`src/rtl/ltpi_nl_gpio_scheduler.sv`:
```
// Shares the single NL GPIO slot of each LTPI frame among all NL GPIO slices:
// an initial full sweep after alignment, then dirty slices first with periodic round-robin refresh.
module ltpi_nl_gpio_scheduler #(
  parameter int NL_GPIO_WIDTH    = 1024,
  parameter int SLICE_WIDTH      = 16,
  parameter int REFRESH_INTERVAL = 8,
  localparam int NUM_SLICES      = NL_GPIO_WIDTH / SLICE_WIDTH,
  localparam int IDX_W           = $clog2(NUM_SLICES)
) (
  input  logic                     clk,
  input  logic                     rst_n,
  input  logic                     aligned,
  input  logic [NL_GPIO_WIDTH-1:0] nl_gpio_in,
  input  logic                     slot_req,
  output logic                     slot_valid,
  output logic [IDX_W-1:0]         slot_index,
  output logic [SLICE_WIDTH-1:0]   slot_data,
  output logic                     nl_gpio_stable
);

  localparam int                CNT_W        = $clog2(REFRESH_INTERVAL);
  localparam logic [CNT_W-1:0]  REFRESH_LAST = CNT_W'(REFRESH_INTERVAL - 1);
  localparam logic [IDX_W-1:0]  LAST_SLICE   = IDX_W'(NUM_SLICES - 1);
  localparam logic [IDX_W-1:0]  IDX_ONE      = IDX_W'(1);
  localparam logic [IDX_W:0]    NUM_SLICES_W = (IDX_W + 1)'(NUM_SLICES);

  typedef enum logic [1:0] {ST_IDLE, ST_SWEEP, ST_RUN} state_t;

  state_t                 state_reg;
  logic [IDX_W-1:0]       sweep_ptr_reg;
  logic [IDX_W-1:0]       rr_ptr_reg;
  logic [IDX_W-1:0]       dirty_ptr_reg;
  logic [CNT_W-1:0]       refresh_cnt_reg;
  logic [SLICE_WIDTH-1:0] sent_reg [NUM_SLICES];

  logic [SLICE_WIDTH-1:0] in_slice [NUM_SLICES];
  logic [NUM_SLICES-1:0]  dirty;
  logic [NUM_SLICES-1:0]  dirty_rot;
  logic [IDX_W-1:0]       dirty_off;
  logic [IDX_W-1:0]       dirty_pick;
  logic                   any_dirty;
  logic                   use_dirty;
  logic [IDX_W-1:0]       grant_idx;
  logic [SLICE_WIDTH-1:0] grant_data;

  // Modular add over the slice index space (NUM_SLICES need not be a power of two).
  function automatic logic [IDX_W-1:0] wrap_add(input logic [IDX_W-1:0] a,
                                                input logic [IDX_W-1:0] b);
    logic [IDX_W:0] s;
    s = {1'b0, a} + {1'b0, b};
    if (s >= NUM_SLICES_W) s = s - NUM_SLICES_W;
    return s[IDX_W-1:0];
  endfunction

  generate
    for (genvar gi = 0; gi < NUM_SLICES; gi++) begin : g_slice
      assign in_slice[gi] = nl_gpio_in[gi*SLICE_WIDTH +: SLICE_WIDTH];
      assign dirty[gi]    = (in_slice[gi] != sent_reg[gi]);
    end
  endgenerate

  // Rotate so bit 0 is dirty_ptr, then take the lowest set bit: first dirty at or after the pointer.
  assign dirty_rot = NUM_SLICES'({dirty, dirty} >> dirty_ptr_reg);

  always_comb begin
    dirty_off = '0;
    for (int i = NUM_SLICES - 1; i >= 0; i--) begin
      if (dirty_rot[i]) dirty_off = IDX_W'(i);
    end
  end

  assign any_dirty  = |dirty;
  assign dirty_pick = wrap_add(dirty_ptr_reg, dirty_off);
  assign use_dirty  = any_dirty && (refresh_cnt_reg != REFRESH_LAST);
  assign grant_idx  = (state_reg == ST_SWEEP) ? sweep_ptr_reg :
                      (use_dirty ? dirty_pick : rr_ptr_reg);
  assign grant_data = in_slice[grant_idx];

  always_ff @(posedge clk) begin
    if (!rst_n) begin
      state_reg       <= ST_IDLE;
      sweep_ptr_reg   <= '0;
      rr_ptr_reg      <= '0;
      dirty_ptr_reg   <= '0;
      refresh_cnt_reg <= '0;
      slot_valid      <= 1'b0;
      slot_index      <= '0;
      slot_data       <= '0;
      nl_gpio_stable  <= 1'b0;
      for (int i = 0; i < NUM_SLICES; i++) sent_reg[i] <= '0;
    end else if (!aligned) begin
      // Link loss: drop back and forget progress; the shadow is kept since the next sweep resends all.
      state_reg       <= ST_IDLE;
      sweep_ptr_reg   <= '0;
      rr_ptr_reg      <= '0;
      dirty_ptr_reg   <= '0;
      refresh_cnt_reg <= '0;
      slot_valid      <= 1'b0;
      nl_gpio_stable  <= 1'b0;
    end else begin
      slot_valid <= 1'b0;
      if (slot_req && (state_reg == ST_SWEEP || state_reg == ST_RUN)) begin
        slot_valid          <= 1'b1;
        slot_index          <= grant_idx;
        slot_data           <= grant_data;
        sent_reg[grant_idx] <= grant_data;
      end
      case (state_reg)
        ST_IDLE: state_reg <= ST_SWEEP;
        ST_SWEEP: begin
          if (slot_req) begin
            sweep_ptr_reg <= wrap_add(sweep_ptr_reg, IDX_ONE);
            if (sweep_ptr_reg == LAST_SLICE) begin
              state_reg      <= ST_RUN;
              nl_gpio_stable <= 1'b1;
            end
          end
        end
        ST_RUN: begin
          if (slot_req) begin
            if (use_dirty) begin
              dirty_ptr_reg   <= wrap_add(dirty_pick, IDX_ONE);
              refresh_cnt_reg <= refresh_cnt_reg + CNT_W'(1);
            end else begin
              // Refresh slot, either forced by the counter or because nothing is dirty.
              rr_ptr_reg      <= wrap_add(rr_ptr_reg, IDX_ONE);
              refresh_cnt_reg <= '0;
            end
          end
        end
        default: state_reg <= ST_IDLE;
      endcase
    end
  end

endmodule

```
`config.mk`:
```
export PLATFORM = sky130hd
export DESIGN_NAME = ltpi_nl_gpio_scheduler
export DESIGN_NICKNAME = d
export VERILOG_FILES = /design/src/rtl/ltpi_nl_gpio_scheduler.sv
export SDC_FILE = /design/constraint.sdc
export NUM_CORES = 2
export LEC_CHECK = 0
export CORE_UTILIZATION = 28
export DETAILED_ROUTE_END_ITERATION = 8
export GPL_ROUTABILITY_DRIVEN = 0
export PLACE_DENSITY = 0.48
export SYNTH_ARGS = -nofsm -noshare
export SYNTH_HDL_FRONTEND = slang
export SYNTH_SLANG_ARGS = --single-unit
```
`constraint.sdc`:
```
create_clock -name clk -period 17.55 [get_ports clk]
set_clock_uncertainty 0.2 [all_clocks]
set_input_delay 2.6325 -clock clk [delete_from_list [all_inputs] [get_ports clk]]
set_output_delay 2.6325 -clock clk [all_outputs]
set_load 0.05 [all_outputs]
```
# Word level (Yosys, flattened, before mapping)
# Memory sizes are Yosys's and may differ from the RTL's.
# Cells that the tools add are included.
[totals]
n_memories = 1
mem_bits_ro = 0
ff_bits = 47
ram_bits = 1024
out_inout_bits = 24
elab_cells = 197
inputBits = 1028
latchBits = 0
[op_classes]
n_shift = 1
magnitude_cmp = 5
n_reduce_logical = 14
n_addsub = 9
n_div = 0
n_mul = 0
bitwise = 3
muxes = 85
eq_ne = 70
[memory_table]
columns = ["memory", "words", "word_bits", "rd", "rd_clocked_by_memory_dff", "wr", "line", "rtl"]
rows = [
  ["sent_reg", 64, 16, 64, 0, 64, "34", "logic [SLICE_WIDTH-1:0] sent_reg [NUM_SLICES];"],
]
[op_table]
columns = ["operator", "count"]
rows = [
  ["$ne 16x16->1", 64],
  ["$mux 6", 71],
  ["$shr 128x6->64", 1],
  ["$bmux 16 s6", 1],
  ["$reduce_or 64->1", 1],
  ["$mux 16", 3],
  ["$ge 7x7->1 const B", 5],
  ["$sub 6x1->6 const B", 4],
  ["$add 6x1->7 const B", 3],
  ["$reduce_or 16->1", 1],
  ["$reduce_and 3->1", 4],
  ["$reduce_and 2->1", 4],
  ["$add 6x6->7", 1],
  ["$not 6->7", 1],
  ["$eq 6x6->1 const B", 1],
  ["$mux 1", 6],
  ["$pmux 2 s3", 1],
  ["$mux 2", 2],
  ["$add 3x1->3 const B", 1],
  ["$mux 3", 1],
  ["$ne 3x3->1 const B", 1],
  ["$eq 2x1->1 const B", 1],
  ["$eq 2x2->1 const B", 1],
  ["$logic_and 1x1->1", 2],
  ["5 further kinds", 6],
]

# Logic depth before layout (Yosys ltp)
# An unclocked memory read counts as a cell.
[depth]
word_depth = 77
ltp_mapped = 34
mapped_depth_nobuf = 29

# Least setup slack after synthesis
# Ideal clock, no wire load.
[synth_timing]
kind = "input to register"
startpoint = "input port nl_gpio_in[352]"
endpoint = "memory sent_reg[30][0], enable pin"
setup_slack_ps = 6828
arrival_time_ps = 10111
stages = 28
setup_ps = 411
required_ps = 16939
path_buffers = 4
cell_sequence = "xor2_1 > nor4_1 > nand4_1 > mux2_2 > mux4_2 > mux4_2 > a2111o_1 > or2_2 > and2_1 > o21ai_0 > a21oi_1 > o21a_1 > nor3_1 > o21ai_0 > a21oi_1 > ha_1 > a21o_1 > a21oi_1 > xnor2_1 > mux2i_1 > o21ai_1 > clkbuf_1 > clkbuf_1 > clkbuf_1 > and2_0 > clkbuf_1 > nand2_1 > o21ai_0"
[synth_rtl]
columns = ["element", "line", "rtl"]
rows = [
  ["from (decl)", "13", "input logic [NL_GPIO_WIDTH-1:0] nl_gpio_in,"],
  ["to (decl)", "34", ""],
]

==> impl_metrics.py <==
metrics = {
    "worst_setup_path": {
        "reg2reg_from": "dirty_ptr_reg[0]",
        "startpoint": "nl_gpio_in[518]",
        "crit_type": "input port to flop",
        "cp-end-kind": "flop",
        "start_kind": "input port",
        "cpPeakStageDelay_ps": 1120,
        "cp_slowest_cell": "nand4_1",
        "cp_max_fo": 85,
        "cp.required_ps": 17860,
        "cp.arrival_ps": 14080,
    },
    "route": {
        "drt_iter0_drc": 8406,
        "firstDrtPassIters": 9,
        "vias": 57140,
        "drcViolationCount": 67,
        "routedWlPerCell_um": 36.59,
        "antenna_left": 0,
        "drt-total-wl_um": 367000,
        "via_per_inst": 5.697,
    },
    "power_and_ir_drop": {
        "combPwrFrac_pct": 12.8,
        "ir_drop_v": 0.0001001,
        "cellPowerDensity_nw_per_um2": 77.86,
        "seq_power_share_pct": 44.7,
        "p_switching_mw": 1.738,
        "p_clk_share_pct": 42.5,
        "swShare_pct": 26.20,
        "p_leak_nw": 28.62,
        "power.internal_mw": 4.896,
    },
    "clocking": {
        "clk_latency_ps": 840,
        "cts_resized": 0,
        "cts_tree": "built",
        "cts_root_buf": "clkbuf_16",
        "postCtsSetupBuffers": 0,
        "cts_buffer_depth": 3,
        "hold_buffers": 0,
        "htree_levels": 4,
        "numCtsBuffers": 135,
        "clk_pin_slew_ps": 50,
        "cts.sinks": 1071,
    },
    "synthesis": {
        "ys_async_sr_fraction_pct": 0,
        "ys_ff_latch": 1071,
        "yosysTopAreaCellShare_pct": 46.08,
        "synth_area_leaders": "edfxtp_1 46%, xor2_1 14%, mux4_2 9.2%",
        "synth_ff_type": "edfxtp_1",
        "yosysTopAreaCell": "edfxtp_1",
        "synth-edff-count": 1024,
        "ys_seq_area_share_pct": 47.49,
        "syn_area_um2": 66730,
        "synth_nets": 6849,
        "ys_warn_count": 0,
        "syn_inst": 5807,
        "synth.distinct_cells": 87,
        "syn_area_per_cell_um2": 11.49,
    },
    "grt": {
        "grt.total_usage_pct": 29.52,
        "grt_pass1_vias": 55360,
        "grt_max_degree": 120,
        "gr-total-overflow": 0,
        "grt_pass1_wl_um": 487300,
        "antenna_found_initial": 55,
    },
    "floorplanning": {
        "io_pins": 1052,
        "die_w_um": 490.2,
        "die-area_um2": 240300,
        "initial_utilization_pct": 28.27,
        "core_region_area_um2": 236100,
        "core.rowCount": 178,
        "fp.dieH_um": 490.2,
    },
    "sta": {
        "rsz0062_at_grt": "no",
        "slew_viol_final": 0,
        "final_hold_viol_count": 0,
        "tightest_slew_ps": 1340,
        "max_freq_mhz": 72.59,
        "setup_tns_ps": 0,
        "period_share_pct": 78.50,
        "slew_headroom_pct": 10.46,
        "finalSetupViolations": 0,
        "whs_ps": 258.5,
        "layout_min_cycle_time_ps": 13780,
    },
    "cells_and_area": {
        "drive_gt1_share_pct": 16.73,
        "fin_nets": 7798,
        "postLayoutCoreUtil_pct": 36.09,
        "multiInputGateArea_um2": 33170,
        "mostFrequentLayoutCells": "1,050 x clkdlybuf4s50_1, 1,032 x xor2_1, 1,024 x edfxtp_1",
        "num-fill-cells": 23360,
        "final-seq-area_um2": 31700,
        "layout_commonest_cell": "clkdlybuf4s50_1",
        "syn_to_final_growth_pct": 27.69,
        "largest_reg_flops": 1024,
    },
    "status": {
        "failed_checks": "design-rule violations",
        "status": "finished, violations left",
    },
    "min_path": {
        "holdCritStartpoint": "slot_data[11]",
        "min_path_type": "flop to flop",
    },
    "placed_design": {
        "port_buffers": 1051,
        "hpwl_um": 286400,
    },
    "flow_run": {
        "cap_viol_max_count": 0,
    },
}
-- worst max-delay path: cells and delay by family --
| family | cells | cell delay (ps) |
|---|---|---|
| adder cells (fa/ha/maj) | 1 | 330 |
| AO/OA/AOI/OAI | 7 | 1780 |
| XOR/XNOR | 2 | 370 |
| buffers and inverters | 3 | 1220 |
| multiplexers | 5 | 2550 |
| AND/OR/NAND/NOR | 8 | 5120 |
-- path summary, 6_finish.rpt --
check	depth (start not counted)	slack (ps)	endpoint
worst max-delay path	26	3770	sent_reg[18][11]
worst min-delay path	1	260	slot_data[11]
worst max register to register	27	5520	sent_reg[18][11]
worst min register to register	1	260	slot_data[11]
-- power by group through the flow --
stage                     clock (mW)  sequential (mW)  combinational, mW
after global routing            2.93             2.97              0.870
after global placement             0             3.02              0.836
after floorplan                    0             3.01              0.289
after detailed placement           0             3.02              0.835
final                           2.82             2.97              0.849
after CTS                       2.85             2.97              0.839
-- synthesized netlist by cell type, types with 40 or more instances --
cell type	n
buf_1	60
mux4_2	272
nor2_2	325
dfxtp_1	47
o211ai_1	40
nand4_1	77
mux2i_1	198
nand3_1	101
edfxtp_1	1024
a21oi_1	72
a32oi_1	44
nor2_1	826
mux2_2	98
clkbuf_1	244
o21ai_0	112
buf_2	69
nor4_1	284
buf_6	40
nand2_1	334
nor3_1	53
o22ai_1	62
xor2_1	1032
-- stage by stage --
stage | cell area [µm²] | setup slack, ps | instances | power [mW]
after global placement | 80820 | 3266 | 9769 | 3.852
after detailed placement | 80820 | 3365 | 9769 | 3.852
final | 85210 | 3774 | 10030 | 6.634
after global routing | 85170 | 3564 | 10020 | 6.778
after CTS | 85160 | 4241 | 10010 | 6.653
after floorplan | 66730 | 6828 | 5807 | 3.297
-- logic make-up after synthesis --
kind of cell	count (synthesis)	synth area share [%]
AND/OR/NAND/NOR	2113	15.88
flip-flops	1071	47.49
XOR/XNOR	1043	13.69
multiplexers	568	13.80
AO/OA/AOI/OAI	560	5.816
buffers and inverters	438	3.049
adder cells (fa/ha/maj)	14	0.2738
-- area by class of cell --
class / count / area share (%)
timing repair buffer: 1226 / 13.99
multi-input combinational: 4298 / 38.93
clock inverter: 59 / 0.7548
clock buffer: 183 / 4.336
sequential: 1071 / 37.20
inverter: 24 / 0.1072
tap: 3150 / 4.626
antenna: 19 / 0.05580
-- routing by layer --
layer | vias up | GRT usage, % | share of wire [%]
met5 | - | 0.01984 | 0.062
met4 | 38 | 13.60 | 5.2
met3 | 868 | 7.610 | 10
met2 | 3999 | 44.93 | 44
met1 | 28930 | 39.09 | 41
li1 | 23310 | - | -
(Power assumes the default switching activity.)
